<file path="config.mk">
export PLATFORM = sky130hd
export DESIGN_NAME = vga_rx_flat
export DESIGN_NICKNAME = d
export VERILOG_FILES = /design/src/rtl/vga_rx_if.sv /design/src/rtl/vga_rx.sv /design/src/flat_wrapper.sv
export SDC_FILE = /design/constraint.sdc
export NUM_CORES = 1
export LEC_CHECK = 0
export ABC_AREA = 1
export CAP_MARGIN = 10
export CORE_ASPECT_RATIO = 1.75
export CORE_MARGIN = 2
export CORE_UTILIZATION = 38
export CTS_CLUSTER_DIAMETER = 60
export DETAILED_ROUTE_END_ITERATION = 10
export PLACE_DENSITY_LB_ADDON = 0.3
export SETUP_SLACK_MARGIN = 0.3
export SYNTH_ARGS = -nofsm -noshare
export SYNTH_HDL_FRONTEND = slang
export SYNTH_SLANG_ARGS = --single-unit
</file>
<file path="constraint.sdc">
create_clock -name clk -period 6 [get_ports clk]
set_clock_uncertainty 0.15 [all_clocks]
set_input_delay 1.2 -clock clk [delete_from_list [all_inputs] [get_ports clk]]
set_output_delay 1.2 -clock clk [all_outputs]
set_load 0.05 [all_outputs]
</file>
<file path="src/rtl/vga_rx_if.sv">
// ---------------------------------------------------------------------------
// vga_rx_if
// Bundle carrying the VGA timing bus from a display controller to a receiver.
//   HS      : horizontal sync, active-low pulse
//   VS      : vertical sync, active-low pulse
//   R, G, B : 4-bit colour components
// Modports:
//   master : the timing generator, drives every signal
//   slave  : the receiver, samples every signal
// ---------------------------------------------------------------------------
interface vga_rx_if;
    logic       HS;
    logic       VS;
    logic [3:0] R;
    logic [3:0] G;
    logic [3:0] B;

    modport master (output HS, output VS, output R, output G, output B);
    modport slave  (input  HS, input  VS, input  R, input  G, input  B);
endinterface

</file>
<file path="src/rtl/vga_rx.sv">
// ---------------------------------------------------------------------------
// vga_rx
// Receiving end of a VGA timing bus in the pixel clock domain. Recovers the
// horizontal/vertical position from HS/VS, checks line and frame lengths,
// tracks timing lock and emits the active pixels with their coordinates.
//
// Ports:
//   clk         : pixel clock
//   rst         : asynchronous reset, active-high
//   vga         : VGA bus (HS, VS, R, G, B), slave side
//   pix_valid   : pix_x/pix_y/pix_data valid this cycle
//   pix_x       : active column 0..H_ACTIVE-1
//   pix_y       : active row 0..V_ACTIVE-1
//   pix_data    : {B, G, R}
//   frame_start : one-cycle pulse with pixel (0,0)
//   locked      : timing lock
//   line_err    : one-cycle pulse when a line was not H_TOTAL clocks long
//   frame_err   : one-cycle pulse when a frame was not V_TOTAL lines long
// ---------------------------------------------------------------------------
module vga_rx #(
    parameter int H_TOTAL     = 800,
    parameter int V_TOTAL     = 525,
    parameter int H_START     = 144,
    parameter int H_ACTIVE    = 640,
    parameter int V_START     = 35,
    parameter int V_ACTIVE    = 480,
    parameter int LOCK_FRAMES = 2
) (
    input  logic        clk,
    input  logic        rst,
    vga_rx_if.slave     vga,
    output logic        pix_valid,
    output logic [9:0]  pix_x,
    output logic [9:0]  pix_y,
    output logic [11:0] pix_data,
    output logic        frame_start,
    output logic        locked,
    output logic        line_err,
    output logic        frame_err
);

    localparam logic [1:0] ST_UNLOCKED = 2'd0;
    localparam logic [1:0] ST_SEARCH   = 2'd1;
    localparam logic [1:0] ST_LOCKED   = 2'd2;

    localparam int GOOD_W = (LOCK_FRAMES < 2) ? 1 : $clog2(LOCK_FRAMES + 1);
    localparam logic [GOOD_W-1:0] GOOD_TARGET = GOOD_W'(LOCK_FRAMES);

    localparam logic [9:0]  CNT_MAX  = 10'd1023;
    localparam logic [10:0] H_LEN    = 11'(H_TOTAL);
    localparam logic [10:0] V_LEN    = 11'(V_TOTAL);
    localparam logic [9:0]  H_FIRST  = 10'(H_START);
    localparam logic [9:0]  H_LAST   = 10'(H_START + H_ACTIVE - 1);
    localparam logic [9:0]  V_FIRST  = 10'(V_START);
    localparam logic [9:0]  V_LAST   = 10'(V_START + V_ACTIVE - 1);

    // ---------------- input stage ----------------
    logic       hs_q, vs_q, hs_qq, vs_qq;
    logic [3:0] r_q, g_q, b_q;

    always_ff @(posedge clk or posedge rst) begin
        if (rst) begin
            hs_q  <= 1'b1;
            vs_q  <= 1'b1;
            hs_qq <= 1'b1;
            vs_qq <= 1'b1;
            r_q   <= 4'd0;
            g_q   <= 4'd0;
            b_q   <= 4'd0;
        end else begin
            hs_q  <= vga.HS;
            vs_q  <= vga.VS;
            hs_qq <= hs_q;
            vs_qq <= vs_q;
            r_q   <= vga.R;
            g_q   <= vga.G;
            b_q   <= vga.B;
        end
    end

    logic hs_fall, vs_fall, restart;

    assign hs_fall = hs_qq & ~hs_q;
    assign vs_fall = vs_qq & ~vs_q;

    // ---------------- position counters ----------------
    logic [9:0]  hcnt_q, hcnt_d, vcnt_q, vcnt_d;
    logic        vs_pend_q, vs_pend_d;     // VS fell earlier in the current line
    logic        hs_seen_q, hs_seen_d;     // a line start has been seen since reset
    logic        frame_seen_q, frame_seen_d; // a frame start has been seen since reset
    logic [10:0] line_len, frame_len;

    // A VS fall anywhere in a line is folded into the next HS fall, so the
    // frame restart always lands on a line boundary.
    assign restart   = hs_fall & (vs_fall | vs_pend_q);
    assign line_len  = {1'b0, hcnt_q} + 11'd1;
    assign frame_len = {1'b0, vcnt_q} + 11'd1;

    always_comb begin
        if (hs_fall) begin
            hcnt_d = 10'd0;
        end else if (hcnt_q == CNT_MAX) begin
            hcnt_d = hcnt_q;
        end else begin
            hcnt_d = hcnt_q + 10'd1;
        end

        vcnt_d = vcnt_q;
        if (restart) begin
            vcnt_d = 10'd0;
        end else if (hs_fall && (vcnt_q != CNT_MAX)) begin
            vcnt_d = vcnt_q + 10'd1;
        end

        vs_pend_d    = hs_fall ? 1'b0 : (vs_pend_q | vs_fall);
        hs_seen_d    = hs_seen_q | hs_fall;
        frame_seen_d = frame_seen_q | restart;
    end

    // ---------------- length checks ----------------
    // The very first line/frame after reset is usually partial, so a check
    // only arms after one boundary has been observed.
    logic line_err_d, frame_err_d, any_err;

    assign line_err_d  = hs_fall & hs_seen_q & (line_len != H_LEN);
    assign frame_err_d = restart & frame_seen_q & (frame_len != V_LEN);
    assign any_err     = line_err_d | frame_err_d;

    // ---------------- lock FSM ----------------
    logic [1:0]        state_q, state_d;
    logic [GOOD_W-1:0] good_q, good_d, good_inc;
    logic              frame_bad_q, frame_bad_d; // current frame already saw an error

    assign good_inc = good_q + 1'b1;

    always_comb begin
        state_d     = state_q;
        good_d      = good_q;
        frame_bad_d = restart ? 1'b0 : (frame_bad_q | any_err);

        case (state_q)
            ST_UNLOCKED: begin
                good_d = '0;
                if (vs_fall) begin
                    state_d = ST_SEARCH;
                    // A VS fall ahead of its line boundary leaves a partial
                    // frame pending; it must not count as a good one.
                    if (!restart) begin
                        frame_bad_d = 1'b1;
                    end
                end
            end
            ST_SEARCH: begin
                if (any_err) begin
                    good_d = '0;
                end else if (restart && !frame_bad_q) begin
                    good_d = good_inc;
                    if (good_inc == GOOD_TARGET) begin
                        state_d = ST_LOCKED;
                    end
                end
            end
            ST_LOCKED: begin
                if (any_err) begin
                    state_d = ST_UNLOCKED;
                    good_d  = '0;
                end
            end
            default: begin
                state_d = ST_UNLOCKED;
                good_d  = '0;
            end
        endcase
    end

    // ---------------- pixel output ----------------
    logic        h_active, v_active;
    logic        pix_valid_q, pix_valid_d;
    logic [9:0]  pix_x_q, pix_x_d, pix_y_q, pix_y_d;
    logic [11:0] pix_data_q, pix_data_d;
    logic        frame_start_q, frame_start_d;
    logic        locked_q, line_err_q, frame_err_q;

    assign h_active = (hcnt_q >= H_FIRST) && (hcnt_q <= H_LAST);
    assign v_active = (vcnt_q >= V_FIRST) && (vcnt_q <= V_LAST);

    always_comb begin
        pix_valid_d   = (state_q == ST_LOCKED) && h_active && v_active;
        pix_x_d       = pix_x_q;
        pix_y_d       = pix_y_q;
        pix_data_d    = pix_data_q;
        if (pix_valid_d) begin
            pix_x_d    = hcnt_q - H_FIRST;
            pix_y_d    = vcnt_q - V_FIRST;
            pix_data_d = {b_q, g_q, r_q};
        end
        frame_start_d = pix_valid_d && (hcnt_q == H_FIRST) && (vcnt_q == V_FIRST);
    end

    always_ff @(posedge clk or posedge rst) begin
        if (rst) begin
            hcnt_q        <= 10'd0;
            vcnt_q        <= 10'd0;
            vs_pend_q     <= 1'b0;
            hs_seen_q     <= 1'b0;
            frame_seen_q  <= 1'b0;
            state_q       <= ST_UNLOCKED;
            good_q        <= '0;
            frame_bad_q   <= 1'b0;
            pix_valid_q   <= 1'b0;
            pix_x_q       <= 10'd0;
            pix_y_q       <= 10'd0;
            pix_data_q    <= 12'd0;
            frame_start_q <= 1'b0;
            locked_q      <= 1'b0;
            line_err_q    <= 1'b0;
            frame_err_q   <= 1'b0;
        end else begin
            hcnt_q        <= hcnt_d;
            vcnt_q        <= vcnt_d;
            vs_pend_q     <= vs_pend_d;
            hs_seen_q     <= hs_seen_d;
            frame_seen_q  <= frame_seen_d;
            state_q       <= state_d;
            good_q        <= good_d;
            frame_bad_q   <= frame_bad_d;
            pix_valid_q   <= pix_valid_d;
            pix_x_q       <= pix_x_d;
            pix_y_q       <= pix_y_d;
            pix_data_q    <= pix_data_d;
            frame_start_q <= frame_start_d;
            locked_q      <= (state_d == ST_LOCKED);
            line_err_q    <= line_err_d;
            frame_err_q   <= frame_err_d;
        end
    end

    assign pix_valid   = pix_valid_q;
    assign pix_x       = pix_x_q;
    assign pix_y       = pix_y_q;
    assign pix_data    = pix_data_q;
    assign frame_start = frame_start_q;
    assign locked      = locked_q;
    assign line_err    = line_err_q;
    assign frame_err   = frame_err_q;

endmodule

</file>
<file path="src/flat_wrapper.sv">
// flat-port wrapper written by rule: the top's interface ports become plain ports
module vga_rx_flat 
#(
    parameter int H_TOTAL     = 800,
    parameter int V_TOTAL     = 525,
    parameter int H_START     = 144,
    parameter int H_ACTIVE    = 640,
    parameter int V_START     = 35,
    parameter int V_ACTIVE    = 480,
    parameter int LOCK_FRAMES = 2
)
  (clk, rst, pix_valid, pix_x, pix_y, pix_data, frame_start, locked, line_err, frame_err, vga_HS, vga_VS, vga_R, vga_G, vga_B);
  vga_rx_if vga_i ();
  input  logic clk;
  input  logic rst;
  output logic pix_valid;
  output logic [9:0] pix_x;
  output logic [9:0] pix_y;
  output logic [11:0] pix_data;
  output logic frame_start;
  output logic locked;
  output logic line_err;
  output logic frame_err;
  input wire logic [$bits(vga_i.HS)-1:0] vga_HS;
  input wire logic [$bits(vga_i.VS)-1:0] vga_VS;
  input wire logic [$bits(vga_i.R)-1:0] vga_R;
  input wire logic [$bits(vga_i.G)-1:0] vga_G;
  input wire logic [$bits(vga_i.B)-1:0] vga_B;
  assign vga_i.HS = vga_HS;
  assign vga_i.VS = vga_VS;
  assign vga_i.R = vga_R;
  assign vga_i.G = vga_G;
  assign vga_i.B = vga_B;
  vga_rx #(.H_TOTAL(H_TOTAL), .V_TOTAL(V_TOTAL), .H_START(H_START), .H_ACTIVE(H_ACTIVE), .V_START(V_START), .V_ACTIVE(V_ACTIVE), .LOCK_FRAMES(LOCK_FRAMES)) u_core (.clk(clk), .rst(rst), .vga(vga_i), .pix_valid(pix_valid), .pix_x(pix_x), .pix_y(pix_y), .pix_data(pix_data), .frame_start(frame_start), .locked(locked), .line_err(line_err), .frame_err(frame_err));
endmodule
</file>
==> results.json <==
{
  "vias_per_cell": 4.79,
  "rsz0062_at_grt": "no",
  "hold_violations": 0,
  "wl_per_cell_um": 13.1,
  "worstSetupPathType": "reg2out",
  "multi_input_area_um2": 1520,
  "rrSetupSlack_ns": 3.56,
  "layout.cells.non_filler": 621,
  "drt_pass1_iterations": 4,
  "dieHeight_um": 137,
  "fin_tns_setup_ns": 0,
  "setup_ws_ns": 3.14,
  "hold_buffers": 0,
  "r2r_cells": 10,
  "arrival_ns": 1.51,
  "setup_viol": 0,
  "path_cells": "clkdlybuf4s50_1",
  "cts_tree": "done",
  "filler_cell_count": 954,
  "placed_cells": 605,
  "num_io_pins": 53,
  "syn2layout_area_growth_pct": 23.9,
  "synth_cell_type_count": 32,
  "drc": 0,
  "drive_gt1_frac": 0.0806,
  "worst-path-max-fanout": 2,
  "ys_seq_elements": 81,
  "syn_area_per_cell_um2": 8.68,
  "outcome": "finished, final reports clean",
  "route.vias.total": 2973,
  "initial_core_util": 0.388,
  "path_clk_slew_ns": 0.06,
  "drv_slew": 0,
  "grt_pass1_vias": 3000,
  "r2r_start": "u_core.hcnt_q[4]",
  "cts_resized": 0,
  "syn_area_um2": 3830,
  "crit_start": "u_core.pix_x[6]",
  "crit_path_end": "pix_x[6]",
  "antenna_found_initial": 0,
  "hold_path_class": "reg2reg",
  "tightestPinTransition_ns": 0.940,
  "timing.fmax_ghz": 0.350,
  "worstSetupStartpointType": "flop",
  "cpLargestDelayFamily": "buffers and inverters",
  "fin_nets": 517,
  "period_share": 0.476,
  "drt_iter0_drc": 171,
  "grt_max_degree": 55,
  "worst-path-stages": 1,
  "clock-sinks": 81,
  "register_area_um2": 2030,
  "place_congestion": 0.916,
  "rr_endpoint": "u_core.pix_y[8]",
  "cts-root-buf": "clkbuf_16",
  "hpwl_mm": 5.81,
  "chipWidth_um": 79.9,
  "cts-htree-levels": 3,
  "drt-total-wl_mm": 8.15,
  "power_mw": 1.39,
  "numPortBuffers": 52,
  "insertion_delay_ns": 0.34,
  "netlist_instances": 441,
  "vdd_drop_max_mv": 0.151,
  "p_per_area_nw_per_um2": 293,
  "clockBufferDepth": 2,
  "ant_nets": 0,
  "ys_warn_count": 0,
  "rows": 48,
  "coreArea_um2": 9850,
  "yosysSeqAreaShare": 0.531,
  "whs_ns": 0.216,
  "pre_cts_slack_ns": 3.14,
  "critPathMaxStageDelay_ns": 0.81,
  "numCtsBuffers": 9,
  "grtUsageTotal": 0.167,
  "path_buf_inv": 1,
  "power_leakage_nw": 2.32,
  "slowest_stage": "clkdlybuf4s50_1",
  "endpoint_kind": "primary output",
  "crit_required_ns": 4.65,
  "finalCriticalPeriod_ns": 2.86,
  "maxSlewHeadroom": 0.373,
  "antenna_cells": 0,
  "dieArea_um2": 10900,
  "syn_nets": 467,
  "grt_overflow": 0,
  "post_cts_buffers": 0,
  "grt_pass1_wl_mm": 14.1,
  "cap_violations": 0
}
==> how the worst min path moves through the flow <==
| stage | startpoint | endpoint | slack [ns] | cells after the start |
|---|---|---|---|---|
| 2_1_floorplan | u_core.vs_q | u_core.vs_qq | 0.20 | 0 |
| 3_3_place_gp | u_core.vs_q | u_core.vs_qq | 0.21 | 0 |
| 3_5_place_dp | u_core.vs_q | u_core.vs_qq | 0.21 | 0 |
| 4_1_cts | u_core.vs_q | u_core.vs_qq | 0.22 | 0 |
| 5_1_grt | u_core.vs_q | u_core.vs_qq | 0.22 | 0 |
| 6_report | u_core.vs_q | u_core.vs_qq | 0.22 | 0 |
==> flip-flops by register name, summed over array words and instances, names as in the netlist, 2 cells and up <==
register / count
u_core.state_q: 2
u_core.good_q: 2
u_core.hcnt_q: 10
u_core.b_q: 4
u_core.r_q: 4
u_core.pix_data: 12
u_core.pix_x: 10
u_core.g_q: 4
u_core.pix_y: 10
u_core.vcnt_q: 10
==> synthesized netlist by cell type, drive strengths merged <==
library cell	count	area share
o21ai	53	0.070
nand2	131	0.13
a31oi	2	0.0033
or2	1	0.0016
nor3	4	0.0052
ha	10	0.033
nand4	5	0.0082
o21bai	3	0.0078
inv	49	0.048
buf	10	0.018
clkbuf	4	0.0052
nor2	36	0.045
dfstp	4	0.027
nand3	23	0.033
nor4	1	0.0016
a21oi	7	0.0092
a211oi	1	0.0020
o22ai	6	0.0098
xor2	13	0.030
o31ai	1	0.0056
dfrtp	77	0.50
==> metrics by stage <==
step / util / cell area, um2
2_1_floorplan: - / 3830
3_3_place_gp: 0.449 / 4420
3_5_place_dp: 0.449 / 4420
4_1_cts: 0.481 / 4740
5_1_grt: 0.481 / 4740
6_report: 0.481 / 4740
==> placed cells by master (no fill, tap or decap), types with 3 or more instances in the layout <==
cell type        instances
a21oi_1                  7
nor3_1                   4
clkbuf_16                9
nand4_1                  5
nor2_2                   3
xor2_1                  13
dfstp_2                  4
inv_1                   45
o22ai_1                  6
ha_1                    10
inv_2                    3
dfrtp_1                 77
nand2_1                128
o21ai_1                  6
clkdlybuf4s50_1         52
o21ai_0                 46
nor2_1                  30
clkinv_2                 3
nand3_1                 22
==> final cells by class <==
class / instances / area share
sequential: 81 / 0.428
clock buffer: 9 / 0.0475
clock inverter: 7 / 0.0198
multi-input combinational: 297 / 0.321
timing repair buffer: 53 / 0.111
inverter: 49 / 0.0391
tap: 125 / 0.0330
==> routing by layer <==
metal  track usage  share of wire  up-vias
li1              -              -     1505
met3        0.0330          0.031       16
met5             0              0        -
met2         0.297           0.54       53
met1         0.187           0.40     1399
met4        0.0847          0.027        0
==> logic make-up after synthesis <==
family | share of synthesized area
flip-flops | 0.531
XOR/XNOR | 0.0298
buffers and inverters | 0.0713
AND/OR/NAND/NOR | 0.227
adder cells (fa/ha/maj) | 0.0327
AO/OA/AOI/OAI | 0.108
==> where the power goes <==
| group | internal [mW] | switching (mW) | total [mW] |
|---|---|---|---|
| clock network | 0.364 | 0.218 | 0.582 |
| logic | 0.0657 | 0.128 | 0.194 |
| registers | 0.580 | 0.0348 | 0.615 |
| total | 1.01 | 0.381 | 1.39 |
Note: power is estimated with default switching activity, not from simulation.
